<file path="src/rtl/reg_timer_pkg.sv">
// Shared codes and helpers for the watch time register: mode and field-select
// encodings plus a binary-to-BCD conversion used for terminal-count constants.
package reg_timer_pkg;

  typedef enum logic [1:0] {
    MODE_SET   = 2'b00,
    MODE_TIMER = 2'b01,
    MODE_DOWN  = 2'b10,
    MODE_HOLD  = 2'b11
  } mode_e;

  typedef enum logic [1:0] {
    SEL_SEC  = 2'b00,
    SEL_MIN  = 2'b01,
    SEL_HOUR = 2'b10,
    SEL_NONE = 2'b11
  } field_sel_e;

  function automatic logic [7:0] bin_to_bcd(input int unsigned v);
    return {4'((v / 10) % 10), 4'(v % 10)};
  endfunction

endpackage

</file>
<file path="src/rtl/time_field_cnt.sv">
// One wrapping time field (sec, min or hour), binary or two-digit BCD.
// Terminal flags are ungated so the parent can build its own carry/borrow chain.
module time_field_cnt
  import reg_timer_pkg::*;
#(
  parameter int unsigned MAX = 59,
  parameter bit          BCD = 1'b1
) (
  input  logic       i_clk,
  input  logic       i_rst_n,
  input  logic       i_clear,
  input  logic       i_up,
  input  logic       i_down,
  output logic [7:0] o_value,
  output logic       o_carry_out,
  output logic       o_borrow_out
);

  localparam logic [7:0] MaxCode = BCD ? bin_to_bcd(MAX) : 8'(MAX);

  logic [7:0] r_value;
  logic [7:0] w_inc;
  logic [7:0] w_dec;
  logic [7:0] w_next;

  always_comb begin
    w_inc = r_value + 8'd1;
    w_dec = r_value - 8'd1;
    if (BCD && r_value[3:0] == 4'd9) w_inc = {r_value[7:4] + 4'd1, 4'd0};
    if (BCD && r_value[3:0] == 4'd0) w_dec = {r_value[7:4] - 4'd1, 4'd9};
    if (r_value == MaxCode) w_inc = 8'd0;
    if (r_value == 8'd0) w_dec = MaxCode;
    w_next = r_value;
    if (i_up && !i_down) begin
      w_next = w_inc;
    end else if (i_down && !i_up) begin
      w_next = w_dec;
    end
  end

  always_ff @(posedge i_clk or negedge i_rst_n) begin
    if (!i_rst_n) begin
      r_value <= 8'd0;
    end else if (i_clear) begin
      r_value <= 8'd0;
    end else begin
      r_value <= w_next;
    end
  end

  assign o_value      = r_value;
  assign o_carry_out  = (r_value == MaxCode);
  assign o_borrow_out = (r_value == 8'd0);

endmodule

</file>
<file path="src/rtl/reg_timer_multi.sv">
// Watch time register: Set / Timer / Countdown / Hold over sec:min:hour fields,
// with button edge detection, 12/24h display mapping and rollover/expiry pulses.
module reg_timer_multi
  import reg_timer_pkg::*;
#(
  parameter int unsigned SEC_MAX  = 59,
  parameter int unsigned MIN_MAX  = 59,
  parameter int unsigned HOUR_MAX = 23,
  parameter bit          BCD      = 1'b1
) (
  input  logic       i_clk,
  input  logic       i_rst_n,
  input  logic [1:0] i_mode,
  input  logic       i_one_second,
  input  logic [1:0] i_field_sel,
  input  logic       i_inc_btn,
  input  logic       i_dec_btn,
  input  logic       i_clear,
  input  logic       i_hour12,
  output logic [7:0] o_second_data,
  output logic [7:0] o_minute_data,
  output logic [7:0] o_hour_data,
  output logic [7:0] o_hour_disp,
  output logic       o_pm,
  output logic       o_day_carry,
  output logic       o_expired
);

  logic r_inc_prev, r_dec_prev, r_day_carry, r_expired;
  logic w_inc_edge, w_dec_edge, w_set_inc, w_set_dec;
  logic w_tick_up, w_tick_dn, w_zero;
  logic w_sec_up, w_sec_dn, w_min_up, w_min_dn, w_hour_up, w_hour_dn;
  logic w_sec_max, w_min_max, w_hour_max, w_sec_zero, w_min_zero, w_hour_zero;
  logic [7:0] w_sec, w_min, w_hour;
  logic [7:0] w_hour_bin, w_disp_bin;

  assign w_inc_edge = i_inc_btn & ~r_inc_prev;
  assign w_dec_edge = i_dec_btn & ~r_dec_prev;
  // Simultaneous inc and dec edges cancel out.
  assign w_set_inc  = (i_mode == MODE_SET) & w_inc_edge & ~w_dec_edge;
  assign w_set_dec  = (i_mode == MODE_SET) & w_dec_edge & ~w_inc_edge;

  assign w_zero    = w_sec_zero & w_min_zero & w_hour_zero;
  assign w_tick_up = (i_mode == MODE_TIMER) & i_one_second;
  assign w_tick_dn = (i_mode == MODE_DOWN) & i_one_second & ~w_zero;

  assign w_sec_up  = w_tick_up | (w_set_inc & (i_field_sel == SEL_SEC));
  assign w_sec_dn  = w_tick_dn | (w_set_dec & (i_field_sel == SEL_SEC));
  assign w_min_up  = (w_tick_up & w_sec_max) | (w_set_inc & (i_field_sel == SEL_MIN));
  assign w_min_dn  = (w_tick_dn & w_sec_zero) | (w_set_dec & (i_field_sel == SEL_MIN));
  assign w_hour_up = (w_tick_up & w_sec_max & w_min_max)
                   | (w_set_inc & (i_field_sel == SEL_HOUR));
  assign w_hour_dn = (w_tick_dn & w_sec_zero & w_min_zero)
                   | (w_set_dec & (i_field_sel == SEL_HOUR));

  time_field_cnt #(.MAX(SEC_MAX), .BCD(BCD)) u_sec (
    .i_clk       (i_clk),
    .i_rst_n     (i_rst_n),
    .i_clear     (i_clear),
    .i_up        (w_sec_up),
    .i_down      (w_sec_dn),
    .o_value     (w_sec),
    .o_carry_out (w_sec_max),
    .o_borrow_out(w_sec_zero)
  );

  time_field_cnt #(.MAX(MIN_MAX), .BCD(BCD)) u_min (
    .i_clk       (i_clk),
    .i_rst_n     (i_rst_n),
    .i_clear     (i_clear),
    .i_up        (w_min_up),
    .i_down      (w_min_dn),
    .o_value     (w_min),
    .o_carry_out (w_min_max),
    .o_borrow_out(w_min_zero)
  );

  time_field_cnt #(.MAX(HOUR_MAX), .BCD(BCD)) u_hour (
    .i_clk       (i_clk),
    .i_rst_n     (i_rst_n),
    .i_clear     (i_clear),
    .i_up        (w_hour_up),
    .i_down      (w_hour_dn),
    .o_value     (w_hour),
    .o_carry_out (w_hour_max),
    .o_borrow_out(w_hour_zero)
  );

  always_ff @(posedge i_clk or negedge i_rst_n) begin
    if (!i_rst_n) begin
      r_inc_prev  <= 1'b0;
      r_dec_prev  <= 1'b0;
      r_day_carry <= 1'b0;
      r_expired   <= 1'b0;
    end else begin
      r_inc_prev  <= i_inc_btn;
      r_dec_prev  <= i_dec_btn;
      r_day_carry <= w_tick_up & w_sec_max & w_min_max & w_hour_max & ~i_clear;
      // Only the 0:0:1 -> 0:0:0 step expires; ticks at zero are already masked.
      r_expired   <= w_tick_dn & (w_sec == 8'd1) & w_min_zero & w_hour_zero & ~i_clear;
    end
  end

  always_comb begin
    w_hour_bin = BCD ? (8'(w_hour[7:4]) * 8'd10 + 8'(w_hour[3:0])) : w_hour;
    w_disp_bin = w_hour_bin;
    if (w_hour_bin == 8'd0) begin
      w_disp_bin = 8'd12;
    end else if (w_hour_bin > 8'd12) begin
      w_disp_bin = w_hour_bin - 8'd12;
    end
    o_hour_disp = w_hour;
    if (i_hour12) begin
      o_hour_disp = (BCD && w_disp_bin >= 8'd10) ? {4'd1, 4'(w_disp_bin - 8'd10)} : w_disp_bin;
    end
  end

  assign o_pm          = (w_hour_bin >= 8'd12);
  assign o_second_data = w_sec;
  assign o_minute_data = w_min;
  assign o_hour_data   = w_hour;
  assign o_day_carry   = r_day_carry;
  assign o_expired     = r_expired;

endmodule
</file>
<file path="config.mk">
export PLATFORM = sky130hd
export DESIGN_NAME = reg_timer_multi
export DESIGN_NICKNAME = d
export VERILOG_FILES = /design/src/rtl/reg_timer_pkg.sv /design/src/rtl/time_field_cnt.sv /design/src/rtl/reg_timer_multi.sv
export SDC_FILE = /design/constraint.sdc
export NUM_CORES = 1
export LEC_CHECK = 0
export BUFFER_PORTS_ARGS = -buffer_cell sky130_fd_sc_hd__buf_4
export CAP_MARGIN = 25
export CORE_MARGIN = 2
export CORE_UTILIZATION = 41
export CTS_BUF_LIST = sky130_fd_sc_hd__clkbuf_4
export CTS_CLUSTER_SIZE = 30
export DETAILED_ROUTE_END_ITERATION = 8
export PLACE_DENSITY = 0.59
export SLEW_MARGIN = 5
export SYNTH_ARGS = -nofsm -noshare
export SYNTH_HDL_FRONTEND = slang
export SYNTH_HIERARCHICAL = 1
export SYNTH_SLANG_ARGS = --single-unit
</file>
<file path="constraint.sdc">
create_clock -name i_clk -period 8.5 [get_ports i_clk]
set_clock_uncertainty 0.15 [all_clocks]
set_input_delay 1.275 -clock i_clk [delete_from_list [all_inputs] [get_ports i_clk]]
set_output_delay 1.275 -clock i_clk [all_outputs]
set_load 0.005 [all_outputs]
</file>
After elaboration in Yosys (flattened, before gate mapping)
Cells that the tools add are included.
W data, S select, Z words.
{"block": "totals", "input_bits": 11, "output_inout_bits": 35, "elab_cells": 125, "register_bits": 28}
{"block": "op_classes", "mul": 1, "order_cmp": 3, "mux": 25, "addsub": 15, "n_eq_ne": 11, "n_reduce_logical": 24, "bitwise": 39}
{"cell": "$mux W8", "count": 25}
{"cell": "$logic_not A8 Y1", "count": 4}
{"cell": "$and A1 B1 Y1", "count": 27}
{"cell": "$add A8 B1 Y8 const B", "count": 3}
{"cell": "$sub A8 B1 Y8 const B", "count": 3}
{"cell": "$eq A8 B7 Y1 const B", "count": 2}
{"cell": "$ge A8 B4 Y1 const B", "count": 2}
{"cell": "$add A4 B1 Y4 const B", "count": 3}
{"cell": "$eq A4 B4 Y1 const B", "count": 3}
{"cell": "$logic_not A4 Y1", "count": 3}
{"cell": "$sub A4 B1 Y4 const B", "count": 3}
{"cell": "$reduce_bool A3 Y1", "count": 3}
{"cell": "$add A8 B4 Y8", "count": 1}
{"cell": "$eq A8 B1 Y1 const B", "count": 1}
{"cell": "$eq A8 B6 Y1 const B", "count": 1}
{"cell": "$gt A8 B4 Y1 const B", "count": 1}
{"cell": "$sub A8 B4 Y8 const B", "count": 1}
{"cell": "$mul A4 B3 Y7 const B", "count": 1}
{"cell": "$logic_and A1 B1 Y1", "count": 6}
{"cell": "$logic_not A1 Y1", "count": 6}
{"cell": "$not A1 Y1", "count": 6}
{"cell": "$or A1 B1 Y1", "count": 6}
{"cell": "$eq A2 B1 Y1 const B", "count": 2}
{"cell": "$eq A2 B2 Y1 const B", "count": 2}
{"cell": "other kinds (2)", "count": 3}

Longest topological paths before layout
Gate-level depths: netlist of the first run.
{"block": "depth", "depth_word": 12, "mapped_depth": 16, "mapped_depth_nobuf": 15}

Hierarchy
The synthesis of the first run kept the hierarchy.
{"mod": "time_field_cnt (u_min ...)", "seq_area_each_um2": 200.2, "cells_each": 112, "instances": 2, "area_per_inst_um2": 972.2}
{"mod": "reg_timer_multi", "seq_area_each_um2": 100.1, "cells_each": 144, "instances": 1, "area_per_inst_um2": 1044.8}
{"mod": "time_field_cnt (u_hour)", "seq_area_each_um2": 200.2, "cells_each": 108, "instances": 1, "area_per_inst_um2": 904.6}

Worst setup path before layout of the first run
Ideal clock, no wire load.
{"block": "synth_timing", "path_kind": "reg-to-output", "from": "reg u_hour.r_value[5], in the netlist u_hour/o_value[5]", "to": "out o_hour_disp[2]", "slack_ns": 3.676, "arrival_ns": 3.399, "t_required_ns": 7.075, "path_stages_with_launch": 14, "path_buffers": 1, "cell_sequence": "dfrtp_1 -> ha_1 -> ha_1 -> fa_1 -> and3b_1 -> a21boi_1 -> o211ai_1 -> or3b_1 -> buf_2 -> nand2_1 -> o21ai_0 -> ha_1 -> and4b_1 -> a211o_1"}
{"block": "synth_between", "elab_chain_cells": 8, "word_cells_on_any_way": 11, "classes_between": "add/sub (3); mul (1); order compare (2); mux (4); reduce/logical (1)"}
{"element": "from (decl)", "line_no": "time_field_cnt.sv:21", "text": "logic [7:0] r_value;"}
{"element": "from (signal assigned)", "line_no": "time_field_cnt.sv:47", "text": "r_value <= w_next;"}
{"element": "$mul A4 B3 Y7 (*)", "line_no": "reg_timer_multi.sv:105", "text": "w_hour_bin = BCD ? (8'(w_hour[7:4]) * 8'd10 + 8'(w_hour[3:0])) : w_hour;"}
{"element": "$add A8 B4 Y8 (*)", "line_no": "reg_timer_multi.sv:105"}
{"element": "$sub A8 B4 Y8 / $gt A8 B4 Y1 (equally long branches)", "line_no": "reg_timer_multi.sv:110, reg_timer_multi.sv:109"}
{"element": "$mux W8", "line_no": "reg_timer_multi.sv:109", "text": "end else if (w_hour_bin > 8'd12) begin"}
{"element": "$mux W8 (*)", "line_no": "reg_timer_multi.sv:107", "text": "if (w_hour_bin == 8'd0) begin"}
{"element": "$ge A8 B4 Y1 / $sub A4 B4 Y4 (equally long branches)", "line_no": "reg_timer_multi.sv:114", "text": "o_hour_disp = (BCD && w_disp_bin >= 8'd10) ? {4'd1, 4'(w_disp_bin - 8'd10)} : w_disp_bin;"}
{"element": "$mux W8 (*)", "line_no": "reg_timer_multi.sv:114"}
{"element": "$mux W8 (*)", "line_no": "reg_timer_multi.sv:113", "text": "if (i_hour12) begin"}
{"element": "to (decl)", "line_no": "reg_timer_multi.sv:23", "text": "output logic [7:0] o_hour_disp,"}
Every way passes the cells marked *; elsewhere a longest branch is shown, timed or not.

Worst setup path in the final report of the first run
{"block": "layout_timing", "from": "reg u_hour.r_value[7], in the netlist u_hour/o_value[7]", "to": "out o_hour_disp[2]"}
Same word-level chain as after synthesis.

==> out/results.txt, run 1 <==
GRT Total Usage -> 0.212
Final Cycle Share -> 0.692
Sw Share -> 0.472
CTS hold repair buffers -> 0
max-slew violation count -> 0
Worst Path Required -> 7.07 ns
Initial Util -> 0.421
CTS H-Tree Depth -> 1
share of cells above drive strength 1 -> 0.190
Clk pwr share -> 0.097
# Post-CTS Setup Buffers -> 0
Post-Syn Instances -> 476
DP Cell Count -> 625
Flop pwr share -> 0.320
core box area -> 9240 um2
Cell Pwr Density -> 148 nW/um2
worst hold start -> u_sec/o_value[7]
Int Power -> 0.331 mW
Hold WC Path Type -> flip-flop to flip-flop
Layout Cells excl Fill -> 629
HPWL Detailed -> 7720 um
Syn. warnings -> 6
final WL -> 10,600 um
Worst setup SP type -> flip-flop
total CTS buffers -> 3
Synth Register Bits -> 28
switching power total -> 0.296 mW
final setup margin -> 2.62 ns
Clock Pin Slew Worst Setup and Hold Paths -> 0.18 ns
vias -> 3,777
Synth cell types -> 80
Syn Std Cell Area -> 3890 um2
Setup-failing EPs final -> 0
CTS tree -> built
# resized after CTS -> 0
crit-path max FO -> 15
largest net degree at the start of global routing -> 31
GP Congestion -> 0.918
RR Startpoint -> u_sec/o_value[1]
pre-CTS setup slack -> 3.06 ns
Slew headroom -> 0.348
DRT iter0 DRCs -> 187
Async SR Flop Fraction -> 1.00
area delta synth->final -> 9.03%
DR WL/cell -> 16.9 um
ANT cells -> 0
RSZ-0062 raised after global routing -> no
sequential area share after synthesis -> 0.180
Final ANT Viol Nets -> 0
grt total ovfl -> 0
status -> finished clean
Die X -> 101 um
buffers added on ports -> 45
Hold Fails Final Rpt -> 0
Die ar. -> 10,300 um2
LEAKAGE -> 1.70 nW
initial antenna violation count -> 0
min Tclk post-route -> 5.88 ns
top_reg_cell synth -> dfrtp_1
critical path arrival -> 4.45 ns
max cap viols -> 0
clock sink total -> 28
Worst Max-Slew Pin Slew -> 0.968 ns
fin util -> 0.459
syn avg cell area -> 8.18 um2
Fin Hold WS -> 0.438 ns
FMAX -> 0.170 GHz
Clock Latency Late Sink -> 0.35 ns
most common cell after layout, fill and taps aside -> buf_4
Critical path origin -> u_hour/o_value[7]
CP Class -> flip-flop to primary output
I/O pins -> 46
Pre-Repair DR Iteration Count -> 4
# rows -> 35
Longest Clk Path Bufs -> 2
Setup Total Neg Slack -> 0 ns
DR DRC count -> 0
Comb pwr share -> 0.583
commonest cells after routing, fill and taps aside -> buf_4 (45), ha_1 (33), inv_1 (32), nand2_1 (29), dfrtp_1 (28)
Vias/cell -> 6.00
Post-synth EDFFs -> 0
Final Net Count -> 547
vias in the first global route -> 3,596
crit end category -> primary output
Die Ht -> 101 um
Peak VDD IR -> 0.0725 mV
FILL cells -> 937
syn nets -> 522
first-pass GRT wire length -> 17,700 um
clock root buffer -> clkbuf_4
[Yosys cell counts, drive strengths merged (3+ instances only)]
library cell	number	area share
o31ai	3	0.0058
o22ai	5	0.0080
xnor2	4	0.0090
dfrtp	28	0.18
a21oi	21	0.027
and3b	4	0.0096
nor3b	8	0.021
nand2b	19	0.032
a31oi	12	0.019
clkbuf	4	0.0039
mux2	5	0.014
or4	3	0.0087
ha	33	0.11
nand3	17	0.024
or2	9	0.014
nand4	8	0.014
a211o	6	0.013
a221oi	4	0.011
nand3b	8	0.015
or3b	4	0.0090
o211ai	13	0.025
nor4b	3	0.0084
and3	5	0.0080
mux2i	5	0.013
inv	32	0.031
nor2	24	0.024
buf	21	0.041
xor2	3	0.0067
o21ai	25	0.032
nor3	18	0.028
o21a	4	0.0077
nor2b	15	0.024
nand2	29	0.028
o2111ai	6	0.013
a211oi	13	0.026
or3	9	0.014
a41oi	3	0.0087
[power groups by stage]
stage	clock [mW]	combinational, mW	sequential (mW)
final	0.0609	0.366	0.201
after global routing	0.0710	0.408	0.207
after CTS	0.0659	0.362	0.200
after detailed placement	0	0.359	0.204
after global placement	0	0.357	0.203
after floorplan	0	0.284	0.179
[cell families after synthesis]
family                     synth area share
DFF                                   0.180
adders and majority gates             0.116
buffers and inverters                0.0755
muxes                                0.0273
and+or+nand+nor                       0.311
AOI/OAI and AO/OA                     0.274
xor gates and xnor gates             0.0157
[flip-flops by register name, summed over array words and instances (netlist names)]
register / flops
u_hour/o_value: 8
u_min/o_value: 8
u_sec/o_value: 8
o_day_carry: 1
o_expired: 1
r_dec_prev: 1
r_inc_prev: 1
[worst paths after layout]
| check | to | slack [ns] | depth (start not counted) |
|---|---|---|---|
| max | o_hour_disp[2] | 2.62 | 13 |
| min | o_expired | 0.44 | 1 |
| max reg2reg | u_hour/o_value[7] | 4.66 | 12 |
| min reg2reg | o_expired | 0.44 | 1 |
| max in group asynchronous | u_min/o_value[5] | 7.18 | 1 |
| min in group asynchronous | u_hour/o_value[7] | 0.69 | 1 |
[stage by stage]
stage,power [mW],area (um2)
after global placement,0.560,4220
final,0.627,4250
after CTS,0.628,4250
after global routing,0.686,4250
after floorplan,0.464,3890
after detailed placement,0.563,4220
[cell type report]
| class | instances | area [um2] | area share |
|---|---|---|---|
| clock inverter | 1 | 3.75 | 0.000884 |
| sequential | 28 | 701 | 0.165 |
| multi-input combinational | 391 | 2900 | 0.683 |
| inverter | 32 | 120 | 0.0283 |
| clock buffer | 3 | 22.5 | 0.00531 |
| tap | 129 | 161 | 0.0380 |
| timing repair buffer | 45 | 338 | 0.0796 |
[critical path, cell delays in order (launching register included)]
cell and delay (ns):
dfrtp_1 0.67, ha_1 0.33, ha_1 0.22, fa_1 0.77, and3b_1 0.25, a21boi_1 0.15
o211ai_1 0.14, or3b_1 0.52, nand2_1 0.11, o21ai_0 0.08, ha_1 0.28, and4b_1 0.18
a211o_1 0.26, buf_4 0.13
[per-layer routing]
metal | GRT usage | vias to the layer above | share of wire
met5 | 0 | - | 0
met1 | 0.295 | 1818 | 0.46
met4 | 0.0541 | 0 | 0.014
li1 | - | 1856 | -
met3 | 0.0255 | 16 | 0.040
met2 | 0.349 | 87 | 0.48
(Power assumes the default switching activity.)
==> run 2: changes to the inputs <==
--- a/config.mk
+++ b/config.mk
@@ -12,7 +12,7 @@
 export CTS_BUF_LIST = sky130_fd_sc_hd__clkbuf_4
 export CTS_CLUSTER_SIZE = 30
 export DETAILED_ROUTE_END_ITERATION = 8
-export PLACE_DENSITY = 0.59
+export PLACE_DENSITY = 0.61
 export SLEW_MARGIN = 5
 export SYNTH_ARGS = -nofsm -noshare
 export SYNTH_HDL_FRONTEND = slang
==> constraint.sdc (replaced) <==
create_clock -name i_clk -period 4.7 [get_ports i_clk]
set_clock_uncertainty 0.15 [all_clocks]
set_input_delay 0.705 -clock i_clk [delete_from_list [all_inputs] [get_ports i_clk]]
set_output_delay 0.705 -clock i_clk [all_outputs]
set_load 0.005 [all_outputs]
==> run 2 against run 1 <==
Against the previous run: first-iteration DRC count is 3.7% higher; die area stayed put; power is 95% higher; count of clock-buffer cells in the layout stayed put; critical path depth stayed put; utilization is 3.1 points higher; routed wire length is 2.1% higher; register-to-register slack worse by 3.8 ns; sequential share of layout area is 1.0 points lower; cell area is 6.7% higher; cell count is 3.8% higher.
==> out/results.txt, run 2 (synthesis gave the netlist of run 1 again) <==
status -> finished clean
Die X -> 101 um (unchanged)
Fin Hold WS -> 0.0785 ns (-0.359 ns)
DR WL/cell -> 16.6 um (-1.6%)
total CTS buffers -> 3 (unchanged)
CTS tree -> built
Hold Fails Final Rpt -> 0 (unchanged)
RR Startpoint -> u_sec/o_value[0]
Cell Pwr Density -> 270 nW/um2 (+83%)
buffers added on ports -> 45 (unchanged)
ANT cells -> 0 (unchanged)
Vias/cell -> 5.92 (-1.4%)
worst reg-to-reg setup slack -> 0.85 ns (-3.81 ns)
Final Net Count -> 571 (+4.4%)
clock root buffer -> clkbuf_4
Layout Cells excl Fill -> 653 (+3.8%)
Final Cycle Share -> 0.963
Hold WC Path Type -> input port to asynchronous set/reset pin
Die Ht -> 101 um (unchanged)
CTS hold repair buffers -> 0 (unchanged)
reg2reg path depth -> 11 (-1)
crit-path max FO -> 6 (-9)
GP Congestion -> 0.878 (-4.3%)
Peak VDD IR -> 0.137 mV (+89%)
Longest Clk Path Bufs -> 2 (unchanged)
critical path arrival -> 3.67 ns (-0.78 ns)
Pre-Repair DR Iteration Count -> 5 (+1)
DR DRC count -> 0 (unchanged)
final WL -> 10,900 um (+2.1%)
Setup-failing EPs final -> 0 (unchanged)
Die ar. -> 10,300 um2 (unchanged)
crit end category -> primary output
Worst Max-Slew Pin Slew -> 0.829 ns (-0.140 ns)
min Tclk post-route -> 4.53 ns
Power, Total -> 1.22 mW (+95%)
clock sink total -> 28 (unchanged)
Worst R2R End -> u_hour/o_value[7]
Slew headroom -> 0.442 (+0.0941)
FMAX -> 0.221 GHz
share of cells above drive strength 1 -> 0.256 (+0.0657)
HPWL Detailed -> 7750 um (+0.44%)
grt total ovfl -> 0 (unchanged)
CTS H-Tree Depth -> 1 (unchanged)
Initial Util -> 0.421 (unchanged)
Critical path origin -> u_hour/o_value[7]
# rows -> 35 (unchanged)
first-pass GRT wire length -> 17,600 um (-0.51%)
DRT iter0 DRCs -> 194 (+3.7%)
Clock Pin Slew Worst Setup and Hold Paths -> 0.21 ns (+0.03 ns)
Clock Latency Late Sink -> 0.37 ns (+0.02 ns)
Worst Path Required -> 3.85 ns (-3.22 ns)
area delta synth->final -> 16.4%
I/O pins -> 46 (unchanged)
core box area -> 9240 um2 (unchanged)
Final ANT Viol Nets -> 0 (unchanged)
max-slew violation count -> 0 (unchanged)
DP Cell Count -> 635 (+1.6%)
LEAKAGE -> 1.83 nW (+7.6%)
vias in the first global route -> 3,568 (-0.78%)
commonest cells after routing, fill and taps aside -> buf_4 (67), inv_1 (32), ha_1 (30), dfrtp_1 (28), nand2_1 (27)
CP Class -> flip-flop to primary output
max cap viols -> 0 (unchanged)
largest net degree at the start of global routing -> 31 (unchanged)
initial antenna violation count -> 0 (unchanged)
vias -> 3,865 (+2.3%)
most common cell after layout, fill and taps aside -> buf_4
Worst setup SP type -> flip-flop
GRT Total Usage -> 0.210 (-0.00218)
run 2: changes by cell type in the layout (fill, tap and decap cells not counted), moves of 2 or more:
cell,previous run,this run
ha_2,0,2
nand2_2,0,2
ha_1,33,30
nand2_1,29,27
buf_4,45,67
fa_1,2,0
fa_2,0,2
run 2: critical path, stage by stage (launching register included):
cell and delay [ns]:
dfrtp_1 0.41, ha_1 0.30, ha_2 0.19, fa_2 0.57
buf_6 0.13, nand2_2 0.06, a21oi_2 0.13, a32oi_2 0.12
or3b_4 0.46, buf_4 0.16, a21o_1 0.20, and4b_1 0.22
a211o_1 0.26, buf_4 0.13
run 2: worst max path at each step:
stage                endpoint  cells past startpoint
5_1_grt        o_hour_disp[2]                     13
2_1_floorplan  o_hour_disp[2]                     13
3_5_place_dp   o_hour_disp[2]                     14
3_3_place_gp   o_hour_disp[2]                     13
6_report       o_hour_disp[2]                     13
4_1_cts        o_hour_disp[2]                     12
run 2: timing repair:
| action | 4_1_cts | 5_1_grt |
|---|---|---|
| cloned | 0 | 1 |
| buffers inserted | 0 | 12 |
| setup endpoints to repair | 2 | 3 |
| pin swaps | 0 | 13 |
| resized for setup | 2 | 17 |
run 2: per-layer routing:
metal | part of all wire | GRT usage | vias to the layer above
li1 | - | - | 1889
met1 | 0.47 | 0.299 | 1843
met2 | 0.47 | 0.334 | 117
met3 | 0.046 | 0.0228 | 16
met4 | 0.014 | 0.0655 | 0
met5 | 0 | 0 | -
run 2: area by class of cell:
cell class / instances / area, um2
Fill cell: 922 / 4710
Timing Repair Buffer: 69 / 522
Clock buffer: 3 / 22.5
Clock inverter: 1 / 30.0
Inverter: 32 / 120
Sequential cell: 28 / 701
Tap cell: 129 / 161
Multi-Input combinational cell: 391 / 2970
run 2: where the power goes:
part / switching (mW) / total (mW) / leakage (nW) / internal, mW
Combinational: 0.384 / 0.703 / 1.42 / 0.320
Clock: 0.0856 / 0.172 / 0.0279 / 0.0862
Sequential: 0.0784 / 0.347 / 0.381 / 0.268
Total: 0.548 / 1.22 / 1.83 / 0.674
run 2: per-stage QoR:
step	setup TNS (ns)	area, um2	util	worst slack (ns)
2_1_floorplan	0	3890	-	0.446
3_3_place_gp	0	4290	0.465	0.425
3_5_place_dp	0	4290	0.465	0.268
4_1_cts	0	4360	0.471	0.0201
5_1_grt	-0.00497	4530	0.490	-0.00497
6_report	0	4530	0.490	0.172
==> run 3: changes to the inputs <==
--- a/config.mk
+++ b/config.mk
@@ -7,12 +7,14 @@
 export LEC_CHECK = 0
 export BUFFER_PORTS_ARGS = -buffer_cell sky130_fd_sc_hd__buf_4
 export CAP_MARGIN = 25
+export CELL_PAD_IN_SITES_DETAIL_PLACEMENT = 2
+export CELL_PAD_IN_SITES_GLOBAL_PLACEMENT = 2
 export CORE_MARGIN = 2
-export CORE_UTILIZATION = 41
+export CORE_UTILIZATION = 33
 export CTS_BUF_LIST = sky130_fd_sc_hd__clkbuf_4
 export CTS_CLUSTER_SIZE = 30
 export DETAILED_ROUTE_END_ITERATION = 8
-export PLACE_DENSITY = 0.61
+export PLACE_DENSITY = 0.78
 export SLEW_MARGIN = 5
 export SYNTH_ARGS = -nofsm -noshare
 export SYNTH_HDL_FRONTEND = slang
==> run 3 against run 2 <==
Against the previous run: cell area increased by 0.55%; sequential cell count unchanged; maximum frequency decreased by 3.4%; combinational power increased by 11%; die area increased by 23%; routed wire length increased by 33%; non-clock buffer count unchanged; power increased by 2.0%; critical path depth unchanged; sequential share of layout area decreased by 0.085 points; critical endpoint is now o_hour_disp[1]; largest power group unchanged.
==> out/results.txt, run 3 (synthesis gave the netlist of run 1 again) <==
status -> finished clean
GP Congestion -> 0.815 (-7.2%)
Clk pwr share -> 0.106 (-0.035)
Pre-Repair DR Iteration Count -> 5 (unchanged)
Worst Max-Slew Pin Slew -> 0.938 ns (+0.109 ns)
grt total ovfl -> 0 (unchanged)
Vias/cell -> 6.00 (+1.3%)
Comb pwr share -> 0.626 (+0.050)
vias in the first global route -> 4,313 (+21%)
switching power total -> 0.617 mW (+13%)
Die ar. -> 12,700 um2 (+23%)
core box area -> 11,500 um2 (+24%)
Die Ht -> 113 um (+11%)
CP cell instances -> ha_1 > ha_2 > fa_1 > buf_6 > nor3b_1 > o31ai_2 > a32o_2 > a221oi_4 > nand4_2 > buf_6 > a21o_1 > a31oi_1 > buf_4
commonest cells after routing, fill and taps aside -> buf_4 (65), inv_1 (31), ha_1 (29), dfrtp_1 (28), nand2_1 (27)
most common cell after layout, fill and taps aside -> buf_4
DRT iter0 DRCs -> 208 (+7.2%)
HPWL Detailed -> 10,300 um (+33%)
Clock Latency Late Sink -> 0.40 ns (+0.03 ns)
critical path arrival -> 3.83 ns (+0.16 ns)
Power, Total -> 1.25 mW (+2.0%)
Hold WC Path Type -> input port to asynchronous set/reset pin
Slew headroom -> 0.368 (-0.0736)
Cell Area, Placed -> 4330 um2 (+0.93%)
Final Cycle Share -> 0.997 (+0.0340)
area delta synth->final -> 17.0%
Sw Share -> 0.495 (+0.0471)
I/O pins -> 46 (unchanged)
max cap viols -> 0 (unchanged)
Cell Pwr Density -> 273 nW/um2 (+1.4%)
RSZ-0062 raised after global routing -> yes
Peak VDD IR -> 0.119 mV (-14%)
GRT Total Usage -> 0.220 (+0.0102)
first-pass GRT wire length -> 22,900 um (+30%)
crit-path max FO -> 8 (+2)
CP most frequent cell -> buf_6
Int Power -> 0.629 mW (-6.7%)
# rows -> 39 (+11%)
Worst Path Required -> 3.85 ns (about the same)
Clock Pin Slew Worst Setup and Hold Paths -> 0.22 ns (about the same)
share of cells above drive strength 1 -> 0.260 (+0.00382)
Hold Fails Final Rpt -> 0 (unchanged)
largest net degree at the start of global routing -> 31 (unchanged)
clock sink total -> 28 (unchanged)
post-route cell area -> 4560 um2 (+0.55%)
total CTS buffers -> 3 (unchanged)
crit end category -> primary output
Initial Util -> 0.340 (-0.0818)
max-slew violation count -> 0 (unchanged)
Flop pwr share -> 0.268 (-0.016)
DR DRC count -> 0 (unchanged)
Setup-failing EPs final -> 0 (unchanged)
min Tclk post-route -> 4.69 ns (+0.160 ns)
Final Net Count -> 571 (unchanged)
LEAKAGE -> 1.82 nW (-0.25%)
initial antenna violation count -> 0 (unchanged)
Die X -> 113 um (+11%)
FMAX -> 0.213 GHz (-3.4%)
slowest CP cell -> fa_1
DR WL/cell -> 21.7 um (+31%)
Worst setup SP type -> flip-flop
Final ANT Viol Nets -> 0 (unchanged)
CTS hold repair buffers -> 0 (unchanged)
CP Class -> flip-flop to primary output
Crit path largest cell delay -> 0.48 ns (-0.09 ns)
clock root buffer -> clkbuf_4
ANT cells -> 0 (unchanged)
CTS tree -> built
vias -> 4,001 (+3.5%)
CTS H-Tree Depth -> 1 (unchanged)
final WL -> 14,500 um (+33%)
Longest Clk Path Bufs -> 2 (unchanged)
buffers added on ports -> 45 (unchanged)
[run 3: changes by cell type in the layout (fill, tap and decap cells not counted), sizes merged]
cell / delta
buf: +1
bufinv: -1
clkbuf: -1
clkinv: +1
[run 3: power groups by stage]
stage	sequential, mW	combinational [mW]	clock (mW)
after global routing	0.342	0.861	0.144
after global placement	0.335	0.717	0
final	0.333	0.780	0.133
after floorplan	0.324	0.514	0
after detailed placement	0.338	0.751	0
after CTS	0.333	0.761	0.137
[run 3: layout make-up]
| cell class | instances | area [um2] |
|---|---|---|
| clock buffer | 3 | 22.5 |
| sequential | 28 | 701 |
| inverter | 32 | 120 |
| clock inverter | 1 | 3.75 |
| timing repair buffer | 69 | 527 |
| fill | 1322 | 6910 |
| multi-input combinational | 391 | 3000 |
| tap | 143 | 179 |
[run 3: final timing paths]
check | slack, ns | cells past startpoint | endpoint | from
min in group i_clk | 0.25 | 1 | r_dec_prev | i_dec_btn
worst max-delay path | 0.01 | 13 | o_hour_disp[1] | u_hour/o_value[5]
worst max register to register | 0.76 | 11 | u_hour/o_value[7] | u_min/o_value[1]
max in group asynchronous | 4.00 | 1 | u_sec/o_value[5] | i_rst_n
worst min-delay path | 0.05 | 1 | o_day_carry | i_rst_n
worst min register to register | 0.47 | 1 | o_expired | u_sec/o_value[7]
[run 3: critical path: cells and delay by family, from the launching register on]
| family | cells | cell delay, ns |
|---|---|---|
| AO/OA/AOI/OAI | 5 | 1.10 |
| adder cells (fa/ha/maj) | 3 | 0.96 |
| AND/OR/NAND/NOR | 2 | 0.49 |
| buffers and inverters | 3 | 0.47 |
| flip-flops | 1 | 0.44 |
[run 3: per-stage QoR]
stage	setup TNS, ns	std cells	setup WS [ns]	utilization	hold WS, ns
final	0	667	0.0122	0.397	0.0484
after global routing	-0.175	667	-0.140	0.397	0.0727
after CTS	0	662	0.0153	0.386	0.0709
after global placement	0	652	0.354	0.378	0.436
after detailed placement	0	652	0.234	0.378	0.442
after floorplan	0	476	0.446	-	0.259
[run 3: repair_timing]
| action | 4_1_cts | 5_1_grt |
|---|---|---|
| pin swaps | 4 | 13 |
| gates resized for setup | 7 | 20 |
| endpoints found under the setup margin | 3 | 4 |
| buffers inserted | 6 | 4 |
[run 3: per-layer routing]
metal	vias up	wire length (um)	GRT usage
li1	1884	-	-
met1	2046	6560	0.284
met2	56	7470	0.408
met3	15	261	0.0124
met4	0	214	0.0390
met5	-	0	0
